$ cat config.mk
export PLATFORM = sky130hd
export DESIGN_NAME = wm_cycle_timer
export DESIGN_NICKNAME = d
export VERILOG_FILES = /design/src/rtl/wm_cycle_timer.sv
export SDC_FILE = /design/constraint.sdc
export NUM_CORES = 1
export LEC_CHECK = 0
export CAP_MARGIN = 10
export CORE_MARGIN = 8
export CORE_UTILIZATION = 50
export CTS_CLUSTER_SIZE = 24
export DETAILED_ROUTE_END_ITERATION = 10
export PLACE_DENSITY = 0.82
export SLEW_MARGIN = 20
export SYNTH_ARGS = -nofsm -noshare
export SYNTH_HDL_FRONTEND = slang
export SYNTH_SLANG_ARGS = --single-unit
$ cat constraint.sdc
create_clock -name clk -period 4 [get_ports clk]
set_input_delay 0.8 -clock clk [delete_from_list [all_inputs] [get_ports clk]]
set_output_delay 0.8 -clock clk [all_outputs]
set_load 0.005 [all_outputs]
$ cat src/rtl/wm_cycle_timer.sv
// wm_cycle_timer
//   Timing and supervision controller for the washing-machine FSM. It watches
//   the washer's motor_on / drain_on / fill_on, times the wash and spin phases
//   from the selected program, and hands back timeout / spin_timeout. It also
//   runs an independent fill watchdog.
//
// Ports
//   clk          in   system clock, rising edge
//   reset        in   asynchronous, active-low reset
//   prog[1:0]    in   program select, sampled only on wash-phase entry
//   pause        in   freezes the phase prescaler and tick counter
//   motor_on     in   washer wash cycle running
//   drain_on     in   washer spin/drain running
//   fill_on      in   washer filling
//   clear_fault  in   clears fill_fault (synchronous)
//   timeout      out  wash phase expired (level)
//   spin_timeout out  spin phase expired (level)
//   fill_fault   out  sticky fill-overrun fault
//   busy         out  FSM not in IDLE
//   phase[2:0]   out  0 IDLE, 1 WASH, 2 WASH_EXP, 3 SPIN, 4 SPIN_EXP
//   remaining    out  ticks left in WASH/SPIN, 0 elsewhere
//
// All outputs are registered. They are decoded from next-state values, so
// they line up with the state register without any input->output path.
module wm_cycle_timer #(
    parameter int PRESCALE      = 1000,
    parameter int CNT_W         = 8,
    parameter int WASH_T_QUICK  = 10,
    parameter int WASH_T_NORMAL = 20,
    parameter int WASH_T_HEAVY  = 40,
    parameter int SPIN_T        = 15,
    parameter int FILL_LIMIT    = 30
) (
    input  logic             clk,
    input  logic             reset,
    input  logic [1:0]       prog,
    input  logic             pause,
    input  logic             motor_on,
    input  logic             drain_on,
    input  logic             fill_on,
    input  logic             clear_fault,
    output logic             timeout,
    output logic             spin_timeout,
    output logic             fill_fault,
    output logic             busy,
    output logic [2:0]       phase,
    output logic [CNT_W-1:0] remaining
);

    localparam int PW = $clog2(PRESCALE);
    localparam logic [PW-1:0] PMAX = PW'(PRESCALE - 1);

    // A zero duration is treated as one tick, and oversize durations are
    // clamped so the tick counter can never start out wrapped.
    function automatic logic [CNT_W-1:0] dur(input int t);
        int max_v;
        max_v = (1 << CNT_W) - 1;
        if (t <= 0)
            return CNT_W'(1);
        else if (t > max_v)
            return CNT_W'(max_v);
        else
            return CNT_W'(t);
    endfunction

    localparam logic [CNT_W-1:0] D_QUICK  = dur(WASH_T_QUICK);
    localparam logic [CNT_W-1:0] D_NORMAL = dur(WASH_T_NORMAL);
    localparam logic [CNT_W-1:0] D_HEAVY  = dur(WASH_T_HEAVY);
    localparam logic [CNT_W-1:0] D_SPIN   = dur(SPIN_T);

    // A fill limit of 0 is treated as 1 tick.
    localparam int FL = (FILL_LIMIT < 1) ? 1 : FILL_LIMIT;
    localparam int FW = $clog2(FL + 1);
    localparam logic [FW-1:0] FL_V   = FW'(FL);
    localparam logic [FW-1:0] FL_VM1 = FW'(FL - 1);

    typedef enum logic [2:0] {
        S_IDLE     = 3'd0,
        S_WASH     = 3'd1,
        S_WASH_EXP = 3'd2,
        S_SPIN     = 3'd3,
        S_SPIN_EXP = 3'd4
    } state_t;

    state_t           state, state_nx;
    logic [PW-1:0]    pcnt, pcnt_nx;
    logic [CNT_W-1:0] rem, rem_nx;
    logic [CNT_W-1:0] wash_dur;
    logic             keep;

    logic             timeout_nx, spin_timeout_nx, busy_nx;
    logic [2:0]       phase_nx;
    logic [CNT_W-1:0] remaining_nx;

    // ---------------- state + output registers ----------------
    always_ff @(posedge clk or negedge reset) begin
        if (!reset) begin
            state        <= S_IDLE;
            pcnt         <= '0;
            rem          <= '0;
            timeout      <= 1'b0;
            spin_timeout <= 1'b0;
            busy         <= 1'b0;
            phase        <= 3'd0;
            remaining    <= '0;
        end else begin
            state        <= state_nx;
            pcnt         <= pcnt_nx;
            rem          <= rem_nx;
            timeout      <= timeout_nx;
            spin_timeout <= spin_timeout_nx;
            busy         <= busy_nx;
            phase        <= phase_nx;
            remaining    <= remaining_nx;
        end
    end

    // ---------------- next-state logic ----------------
    always_comb begin
        state_nx = state;
        pcnt_nx  = pcnt;
        rem_nx   = rem;
        keep     = 1'b0;

        case (prog)
            2'b00:   wash_dur = D_QUICK;
            2'b10:   wash_dur = D_HEAVY;
            default: wash_dur = D_NORMAL;
        endcase

        case (state)
            S_IDLE: begin
                // motor_on has priority when both requests arrive together
                if (motor_on) begin
                    state_nx = S_WASH;
                    rem_nx   = wash_dur;
                    pcnt_nx  = '0;
                end else if (drain_on) begin
                    state_nx = S_SPIN;
                    rem_nx   = D_SPIN;
                    pcnt_nx  = '0;
                end
            end
            S_WASH, S_SPIN: begin
                keep = (state == S_WASH) ? motor_on : drain_on;
                if (!keep) begin
                    // abort: back to IDLE without raising a timeout
                    state_nx = S_IDLE;
                    rem_nx   = '0;
                    pcnt_nx  = '0;
                end else if (!pause) begin
                    if (pcnt == PMAX) begin
                        pcnt_nx = '0;
                        if (rem != '0)
                            rem_nx = rem - 1'b1;
                        if (rem <= CNT_W'(1))
                            state_nx = (state == S_WASH) ? S_WASH_EXP : S_SPIN_EXP;
                    end else begin
                        pcnt_nx = pcnt + 1'b1;
                    end
                end
            end
            S_WASH_EXP: begin
                if (!motor_on) begin
                    state_nx = S_IDLE;
                    pcnt_nx  = '0;
                end
            end
            S_SPIN_EXP: begin
                if (!drain_on) begin
                    state_nx = S_IDLE;
                    pcnt_nx  = '0;
                end
            end
            default: begin
                state_nx = S_IDLE;
                rem_nx   = '0;
                pcnt_nx  = '0;
            end
        endcase
    end

    // ---------------- output decode (from next state) ----------------
    always_comb begin
        timeout_nx      = (state_nx == S_WASH_EXP);
        spin_timeout_nx = (state_nx == S_SPIN_EXP);
        busy_nx         = (state_nx != S_IDLE);
        phase_nx        = state_nx;
        remaining_nx    = ((state_nx == S_WASH) || (state_nx == S_SPIN)) ? rem_nx : '0;
    end

    // ---------------- fill watchdog ----------------
    // Runs regardless of FSM state and pause. The tick count saturates at the
    // limit, so while fill_on stays high the fault keeps re-asserting and
    // overrides clear_fault.
    logic [PW-1:0] fpcnt;
    logic [FW-1:0] ftick;
    logic          fset;

    assign fset = fill_on && ((ftick == FL_V) || ((fpcnt == PMAX) && (ftick == FL_VM1)));

    always_ff @(posedge clk or negedge reset) begin
        if (!reset) begin
            fpcnt      <= '0;
            ftick      <= '0;
            fill_fault <= 1'b0;
        end else begin
            if (!fill_on) begin
                fpcnt <= '0;
                ftick <= '0;
            end else if (fpcnt == PMAX) begin
                fpcnt <= '0;
                if (ftick != FL_V)
                    ftick <= ftick + 1'b1;
            end else begin
                fpcnt <= fpcnt + 1'b1;
            end

            if (fset)
                fill_fault <= 1'b1;
            else if (clear_fault)
                fill_fault <= 1'b0;
        end
    end

endmodule
==> results.sh, run 1 <==
export IMPL_fin_crit_sh_pct=74.2
export IMPL_syn_inst=298
export IMPL_cts_resized=0
export IMPL_synthTopCellsByCount="48 x dfrtp_1, 39 x nor2_1, 25 x nand2_1"
export IMPL_switching_share_pct=37.6
export IMPL_seq_area_frac_synth_pct=43.9
export IMPL_p_int_mw=0.933
export IMPL_track_usage_pct=14.8
export IMPL_pwr_share_seq_pct=44.0
export IMPL_yosys_warnings=0
export IMPL_cts_buffers=5
export IMPL_ant_nets=0
export IMPL_drtIter0Drc=160
export IMPL_area_delta_synth_final_pct=13.1
export IMPL_design_die_area_sq_um=8090
export IMPL_synth_edf_count=0
export IMPL_switchingPower_mw=0.562
export IMPL_top_layer_used="met4"
export IMPL_synth_most_common_cell="dfrtp_1"
export IMPL_die_w_um=90.0
export IMPL_hold_buffers=0
export IMPL_r2r_slack_ps=1410
export IMPL_reg2reg_from="rem[4]$_DFF_PN0_"
export IMPL_final_cells=390
export IMPL_p_leak_nw=1.31
export IMPL_grt_overflow=0
export IMPL_rows=27
export IMPL_start_kind="input pin"
export IMPL_startpoint="motor_on"
export IMPL_final_setup_viol_count=0
export IMPL_wl_met3_um=280
export IMPL_nets=333
export IMPL_synth_ff_latch_count=48
export IMPL_post_drt_wl_per_cell_um=14.8
export IMPL_synth_async_sr_flop_share_pct=100
export IMPL_ioPinCount=24
export IMPL_pwr_share_clk_pct=19.7
export IMPL_hold_class="reg -> reg"
export IMPL_hpwlAfterDp_um=4170
export IMPL_place_inst=382
export IMPL_crit_path_max_fanout=13
export IMPL_drt_pass1_iter_count=4
export IMPL_synth_main_ff_cell="dfrtp_1"
export IMPL_m1WireLength_um=2650
export IMPL_io_buffers=23
export IMPL_wl_um=5770
export IMPL_max_freq_mhz=337
export IMPL_cts_sinks=48
export IMPL_dr_wl_met2_um=2760
export IMPL_worstRegToRegCells=5
export IMPL_finalSetupTns_ps=0
export IMPL_finalCriticalPeriod_ps=2970
export IMPL_clockRootBuffer="clkbuf_8"
export IMPL_path_class="in -> reg"
export IMPL_diodes=0
export IMPL_finalHoldViolCount=0
export IMPL_drv_slew=0
export IMPL_worst_clock_skew_ps=6.39
export IMPL_n_fill_cell=484
export IMPL_vias=2245
export IMPL_syn_num_nets=314
export IMPL_drv_cap=0
export IMPL_clock_latency_ps=300
export IMPL_status="finished clean"
export IMPL_viasPerCell=5.76
export IMPL_rsz0062_at_grt="false"
export IMPL_grt_pass1_vias=2278
export IMPL_core_sq_um=5410
export IMPL_crit_end="rem[6]$_DFF_PN0_"
export IMPL_grt_pass1_wl_um=10300
export IMPL_irDropWorstVdd_mv=0.441
export IMPL_drc_errors=0
export IMPL_critical_path_required_ps=4240
export IMPL_r2r_end="remaining[4]$_DFF_PN0_"
export IMPL_start_util_pct=50.6
export IMPL_clk_pin_slew_ps=80
export IMPL_avgSynthCellArea_sq_um=9.18
export IMPL_worst_pin_slew_ps=747
export IMPL_finalInstanceArea_sq_um=3090
export IMPL_antenna_found_initial=0
export IMPL_p_comb_share_pct=36.3
export IMPL_worstPathArrival_ps=3210
export IMPL_place_congestion=0.898
export IMPL_power_density_nw_per_um2=483
export IMPL_slew_headroom_pct=49.7
export IMPL_clock_path_buffers=2
export IMPL_die_h_um=90.0
export IMPL_ys_top_cells_by_area="dfrtp_1 44%, nor2_1 5.4%, xnor2_1 5.1%, nand2_1 3.4%, ha_1 3.2%"
export IMPL_htreeDepth=2
export IMPL_cts_setup_buffers=0
export IMPL_syn_area_sq_um=2740
export IMPL_yosysUniqueCellTypes=60
export IMPL_placed_cell_area_sq_um=3000
export IMPL_cts_tree="done"
export IMPL_final_layout_size_suffix_gt1_share_pct=5.97
export IMPL_netlist_top_cell_by_area="dfrtp_1"
export IMPL_grt_max_degree=49
export IMPL_worst_setup_path_end_kind="flop"
export IMPL_yosysTopAreaCellShare_pct=43.9
[per-layer routing]
metal,vias to the layer above,global-route usage [%]
met5,-,0
li1,1103,-
met4,0,5.13
met1,1078,18.1
met2,51,24.8
met3,13,3.66
[per-stage QoR]
stage               total power, mW  util, %  setup slack [ps]  hold WS, ps
finish                         1.49     57.2              1030          479
global route                   1.60     57.2               905          539
CTS                            1.50     57.2              1060          484
detailed placement             1.20     55.5               766          471
global placement               1.19     55.5               895          472
floorplan                      1.02        -              1500          447
[layout make-up]
type / count / area [sq um] / share of cell area (%)
timing repair buffer: 23 / 228 / 7.36
clock buffer: 6 / 82.6 / 2.67
inverter: 17 / 63.8 / 2.06
multi-input combinational: 222 / 1420 / 45.8
clock inverter: 2 / 10.0 / 0.324
sequential: 48 / 1200 / 38.8
tap: 72 / 90.1 / 2.91
[how the worst min path moves through the flow]
| stage | endpoint | cells past startpoint | slack, ps | from |
|---|---|---|---|---|
| 6_report | fpcnt[0]$_DFF_PN0_ | 1 | 480 | fpcnt[0]$_DFF_PN0_ |
| 5_1_grt | fpcnt[0]$_DFF_PN0_ | 1 | 540 | fpcnt[0]$_DFF_PN0_ |
| 4_1_cts | fpcnt[0]$_DFF_PN0_ | 1 | 480 | fpcnt[0]$_DFF_PN0_ |
| 3_5_place_dp | fpcnt[0]$_DFF_PN0_ | 1 | 470 | fpcnt[0]$_DFF_PN0_ |
| 3_3_place_gp | fpcnt[0]$_DFF_PN0_ | 1 | 470 | fpcnt[0]$_DFF_PN0_ |
| 2_1_floorplan | fpcnt[0]$_DFF_PN0_ | 1 | 450 | fpcnt[0]$_DFF_PN0_ |
[power groups by stage]
| stage | registers, mW | logic, mW | clock network [mW] |
|---|---|---|---|
| floorplan | 0.622 | 0.399 | 0 |
| global placement | 0.663 | 0.531 | 0 |
| detailed placement | 0.663 | 0.539 | 0 |
| CTS | 0.655 | 0.543 | 0.304 |
| global route | 0.670 | 0.609 | 0.321 |
| finish | 0.657 | 0.543 | 0.294 |
[sequential cells by signal (all words and copies together) (netlist names)]
register,flops
busy,1
fill_fault,1
fpcnt,10
ftick,5
pcnt,10
rem,8
remaining,8
spin_timeout,1
state,3
timeout,1
[critical path, stage by stage]
cell and delay, ps:
clkdlybuf4s50_1 720, mux2_4 260, nand3b_1 290, a211oi_1 570, or3b_2 480, nand3_1 90
[layout by cell type, fill, tap and decap left out, types with 3 or more instances in the layout]
master,netlist,layout
a31oi_1,3,3
mux2i_1,3,3
a211oi_1,3,3
or4_1,3,3
nor2_1,39,39
clkbuf_8,0,6
nor2b_1,3,3
nor4_1,9,9
xor2_1,5,5
xnor2_1,16,16
and3_1,4,4
nand3b_1,3,3
o22ai_1,3,3
nor4_2,3,3
nor3_1,7,7
ha_1,7,7
nand2_1,25,25
nand4_1,10,10
nand2b_1,4,4
inv_1,17,17
a21oi_1,14,14
clkdlybuf4s50_1,0,22
nand3_1,10,10
dfrtp_1,48,48
o21ai_0,9,9
[kinds of logic (layout without fill, tap and decap cells)]
kind of cell	Yosys count	count (layout)	share of synthesized area, %
adders and majority gates	7	7	3.20
DFF	48	48	43.9
AOI/OAI and AO/OA	55	55	14.2
muxes	4	4	1.65
and+or+nand+nor	135	135	26.1
buffers and inverters	28	48	4.25
xor gates and xnor gates	21	21	6.72
No activity file was read; power rests on OpenSTA's default activity.
==> run 2: changes to the inputs <==
PLACE_DENSITY = 0.84   (was 0.82)
clock period = 2.55 ns   (was 4 ns; I/O delays follow)
==> results.sh, run 2 (same netlist as run 1, synthesis figures left out) <==
export IMPL_status="finished clean"
export IMPL_rsz0062_at_grt="false"
export IMPL_p_leak_nw=1.40
export IMPL_n_fill_cell=468
export IMPL_place_ws_ps=88.1
export IMPL_core_sq_um=5410
export IMPL_vias=2333
export IMPL_crit_path_max_fanout=4
export IMPL_grt_max_degree=49
export IMPL_power_density_nw_per_um2=767
export IMPL_cts_tree="done"
export IMPL_clock_latency_ps=300
export IMPL_grt_pass1_vias=2275
export IMPL_r2r_slack_ps=180
export IMPL_design_die_area_sq_um=8090
export IMPL_antenna_found_initial=0
export IMPL_cts_sinks=48
export IMPL_drv_slew=0
export IMPL_worstRegToRegCells=7
export IMPL_r2r_end="rem[6]$_DFF_PN0_"
export IMPL_cts_setup_buffers=0
export IMPL_hpwlAfterDp_um=4410
export IMPL_start_kind="flop"
export IMPL_path_class="reg -> reg"
export IMPL_clk_pin_slew_ps=90
export IMPL_place_congestion=0.944
export IMPL_wl_um=6020
export IMPL_drtIter0Drc=228
export IMPL_die_h_um=90.0
export IMPL_drv_cap=0
export IMPL_finalCoreUtilization_pct=59.7
export IMPL_drt_pass1_iter_count=4
export IMPL_regArea_sq_um=1200
export IMPL_viasPerCell=5.73
export IMPL_rows=27
export IMPL_start_util_pct=50.6
export IMPL_place_inst=400
export IMPL_irDropWorstVdd_mv=0.533
export IMPL_post_drt_wl_per_cell_um=14.8
export IMPL_max_freq_mhz=422
export IMPL_final_setup_viol_count=0
export IMPL_finalInstanceArea_sq_um=3230
export IMPL_slew_headroom_pct=60.6
export IMPL_io_buffers=23
export IMPL_worst_slack_ps=181
export IMPL_placed_cell_area_sq_um=3130
export IMPL_diodes=0
export IMPL_total_power_mw=2.48
export IMPL_grt_pass1_wl_um=10500
export IMPL_mostFrequentLayoutCell="dfrtp_1"
export IMPL_timing_hold_ws_ps=292
export IMPL_final_cells=407
export IMPL_worstPathArrival_ps=2610
export IMPL_cts_buffers=5
export IMPL_finalSetupTns_ps=0
export IMPL_worst_pin_slew_ps=590
export IMPL_final_layout_size_suffix_gt1_share_pct=10.7
export IMPL_finalHoldViolCount=0
export IMPL_nets=351
export IMPL_drc_errors=0
export IMPL_cts_resized=0
export IMPL_htreeDepth=2
export IMPL_worst_clock_skew_ps=7.61
export IMPL_ioPinCount=24
export IMPL_reg_top3="fpcnt (10), pcnt (10)"
export IMPL_track_usage_pct=15.2
export IMPL_reg2reg_from="rem[1]$_DFF_PN0_"
export IMPL_die_w_um=90.0
export IMPL_grt_overflow=0
export IMPL_clock_path_buffers=2
export IMPL_clockRootBuffer="clkbuf_8"
export IMPL_hold_buffers=0
export IMPL_finalCriticalPeriod_ps=2370
export IMPL_area_delta_synth_final_pct=18.1
export IMPL_critical_path_required_ps=2790
export IMPL_ant_nets=0
export IMPL_layout_common_cells="48 x dfrtp_1, 39 x nor2_1, 25 x nand2_1"
export IMPL_hold_class="in -> async"
export IMPL_worst_setup_path_end_kind="flop"
export IMPL_multi_input_area_sq_um=1420
export IMPL_fin_crit_sh_pct=92.9
-- run 2: cell types whose count changed in the layout (fill, tap and decap cells not counted), sizes merged --
cell,previous run,this run
clkinv,2,0
clkbuf,6,7
buf,1,19
-- run 2: layout make-up --
| class | count | area share [%] |
|---|---|---|
| multi-input combinational | 222 | 43.9 |
| inverter | 17 | 1.98 |
| timing repair buffer | 41 | 11.2 |
| sequential | 48 | 37.2 |
| tap | 72 | 2.79 |
| clock buffer | 7 | 2.98 |
-- run 2: worst max-delay path, cell delays in order, from the launching register on --
cell and delay (ps):
dfrtp_1 410, inv_1 110, ha_1 210, or3b_2 500
nor4_2 410, nand2_1 120, or3b_2 470, nand3_1 90
-- run 2: metal layers --
| metal | global-route usage (%) | routed length, um | up-vias |
|---|---|---|---|
| li1 | - | - | 1140 |
| met1 | 18.1 | 2680 | 1110 |
| met5 | 0 | 0 | - |
| met3 | 3.57 | 328 | 11 |
| met4 | 4.99 | 110 | 0 |
| met2 | 26.3 | 2890 | 72 |
-- run 2: worst max-delay path by stage --
stage / from / to / slack [ps] / cells past startpoint
6_report: rem[1]$_DFF_PN0_ / rem[6]$_DFF_PN0_ / 180 / 7
4_1_cts: rem[0]$_DFF_PN0_ / rem[6]$_DFF_PN0_ / 180 / 7
5_1_grt: rem[0]$_DFF_PN0_ / remaining[4]$_DFF_PN0_ / 80 / 7
3_5_place_dp: motor_on / pcnt[9]$_DFFE_PN0P_ / 90 / 6
2_1_floorplan: rem[0]$_DFF_PN0_ / rem[6]$_DFF_PN0_ / 310 / 7
3_3_place_gp: motor_on / pcnt[9]$_DFFE_PN0P_ / 140 / 6
-- run 2: report_power, final --
group	internal [mW]	switching, mW
combinational	0.454	0.540
sequential	0.874	0.128
clock	0.242	0.238
total	1.57	0.906
==> run 3: changes to the inputs <==
CORE_MARGIN = 4   (was 8)
==> results.sh, run 3 (same netlist as run 1, synthesis figures left out) <==
export IMPL_timing_hold_ws_ps=161
export IMPL_antenna_found_initial=0
export IMPL_n_fill_cell=440
export IMPL_grt_overflow=0
export IMPL_r2r_slack_ps=140
export IMPL_path_delay_family="simple AND/OR/NAND/NOR gates"
export IMPL_worst_pin_slew_ps=547
export IMPL_nets=350
export IMPL_fin_crit_sh_pct=94.4
export IMPL_max_stage_delay_ps=510
export IMPL_rsz0062_at_grt="false"
export IMPL_start_kind="flop"
export IMPL_finalSetupTns_ps=0
export IMPL_post_drt_wl_per_cell_um=15.8
export IMPL_drv_cap=0
export IMPL_final_setup_viol_count=0
export IMPL_clock_latency_ps=310
export IMPL_total_power_mw=2.58
export IMPL_grt_pass1_vias=2417
export IMPL_design_die_area_sq_um=6720
export IMPL_status="finished clean"
export IMPL_hold_class="in -> async"
export IMPL_worstRegToRegCells=7
export IMPL_area_delta_synth_final_pct=19.2
export IMPL_die_w_um=82.0
export IMPL_place_congestion=0.893
export IMPL_reg_top3="fpcnt (10), pcnt (10)"
export IMPL_max_freq_mhz=416
export IMPL_io_buffers=23
export IMPL_worst_clock_skew_ps=11.4
export IMPL_drc_errors=0
export IMPL_layout_common_cells="48 x dfrtp_1, 39 x nor2_1, 25 x nand2_1"
export IMPL_cts_tree="done"
export IMPL_start_util_pct=52.5
export IMPL_worstPathArrival_ps=2660
export IMPL_hold_buffers=0
export IMPL_core_sq_um=5200
export IMPL_cts_buffers=5
export IMPL_power_density_nw_per_um2=790
export IMPL_slowest_stage="or3b_2"
export IMPL_critical_path_required_ps=2800
export IMPL_die_h_um=82.0
export IMPL_startpoint="rem[0]$_DFF_PN0_"
export IMPL_finalCriticalPeriod_ps=2410
export IMPL_crit_chain="inv_1, ha_1, or3b_2, nor4_4, nand2_1, or3b_2, nand3_1"
export IMPL_wl_um=6390
export IMPL_vias=2425
export IMPL_cts_sinks=48
export IMPL_p_leak_nw=1.41
export IMPL_worst_setup_path_end_kind="flop"
export IMPL_finalHoldViolCount=0
export IMPL_worst_slack_ps=144
export IMPL_drtIter0Drc=138
export IMPL_clockRootBuffer="clkbuf_8"
export IMPL_critPathBufInv=1
export IMPL_place_inst=397
export IMPL_hpwlAfterDp_um=4520
export IMPL_htreeDepth=2
export IMPL_drt_pass1_iter_count=4
export IMPL_diodes=0
export IMPL_grt_pass1_wl_um=10900
export IMPL_rows=26
export IMPL_grt_max_degree=49
export IMPL_crit_path_max_fanout=5
export IMPL_slew_headroom_pct=63.2
export IMPL_path_class="reg -> reg"
export IMPL_final_layout_size_suffix_gt1_share_pct=10.7
export IMPL_drv_slew=0
export IMPL_mostFrequentLayoutCell="dfrtp_1"
export IMPL_viasPerCell=5.99
export IMPL_final_cells=405
export IMPL_track_usage_pct=20.8
export IMPL_ant_nets=0
export IMPL_place_ws_ps=41.2
export IMPL_reg2reg_from="rem[0]$_DFF_PN0_"
export IMPL_r2r_end="rem[6]$_DFF_PN0_"
export IMPL_clock_path_buffers=2
export IMPL_ioPinCount=24
export IMPL_clk_pin_slew_ps=100
export IMPL_path_common_cell="or3b_2"
export IMPL_irDropWorstVdd_mv=0.609
-- run 3: cell types whose count changed in the layout (fill, tap and decap cells not counted) --
cell        change
nor4_2          -1
clkinvlp_4      +1
nor4_4          +1
buf_4           -2
bufinv_16       +1
buf_12          +1
inv_6           +1
clkbuf_8        -2
-- run 3: area by class of cell --
class                           count  area, sq um  share of cell area [%]
Clock inverter                      3         46.3                    1.42
Sequential cell                    48         1200                    36.9
Inverter                           17         63.8                    1.96
Clock buffer                        5         68.8                    2.11
Multi-Input combinational cell    222         1430                    43.8
Timing Repair Buffer               40          365                    11.2
Tap cell                           70         87.6                    2.69
-- run 3: per-stage QoR --
stage,utilization [%],cell area [sq um]
after global routing,62.6,3260
after global placement,60.2,3140
after CTS,62.5,3250
after floorplan,-,2740
after detailed placement,60.2,3140
final,62.6,3260
-- run 3: report_power, final --
part | switching [mW] | internal (mW)
registers | 0.138 | 0.874
clock network | 0.269 | 0.295
logic | 0.557 | 0.443
-- run 3: layer usage --
| metal | global-route usage, % | share of wire [%] | wire length [um] |
|---|---|---|---|
| met5 | 0 | 0 | 0 |
| met4 | 9.47 | 3.4 | 218 |
| met3 | 5.15 | 6.1 | 392 |
| met2 | 34.6 | 48 | 3040 |
| met1 | 25.3 | 43 | 2740 |
-- run 3: worst max path at each step --
stage | depth (start not counted) | to | slack, ps
global route | 7 | rem[6]$_DFF_PN0_ | 50
global placement | 6 | pcnt[9]$_DFFE_PN0P_ | 90
CTS | 7 | rem[6]$_DFF_PN0_ | 100
finish | 7 | rem[6]$_DFF_PN0_ | 140
detailed placement | 6 | pcnt[9]$_DFFE_PN0P_ | 40
floorplan | 7 | rem[6]$_DFF_PN0_ | 310
-- run 3: what timing repair did --
item | CTS | global route
gates resized for setup | 0 | 1
setup buffers | 0 | 0
setup endpoints to repair | 0 | 1
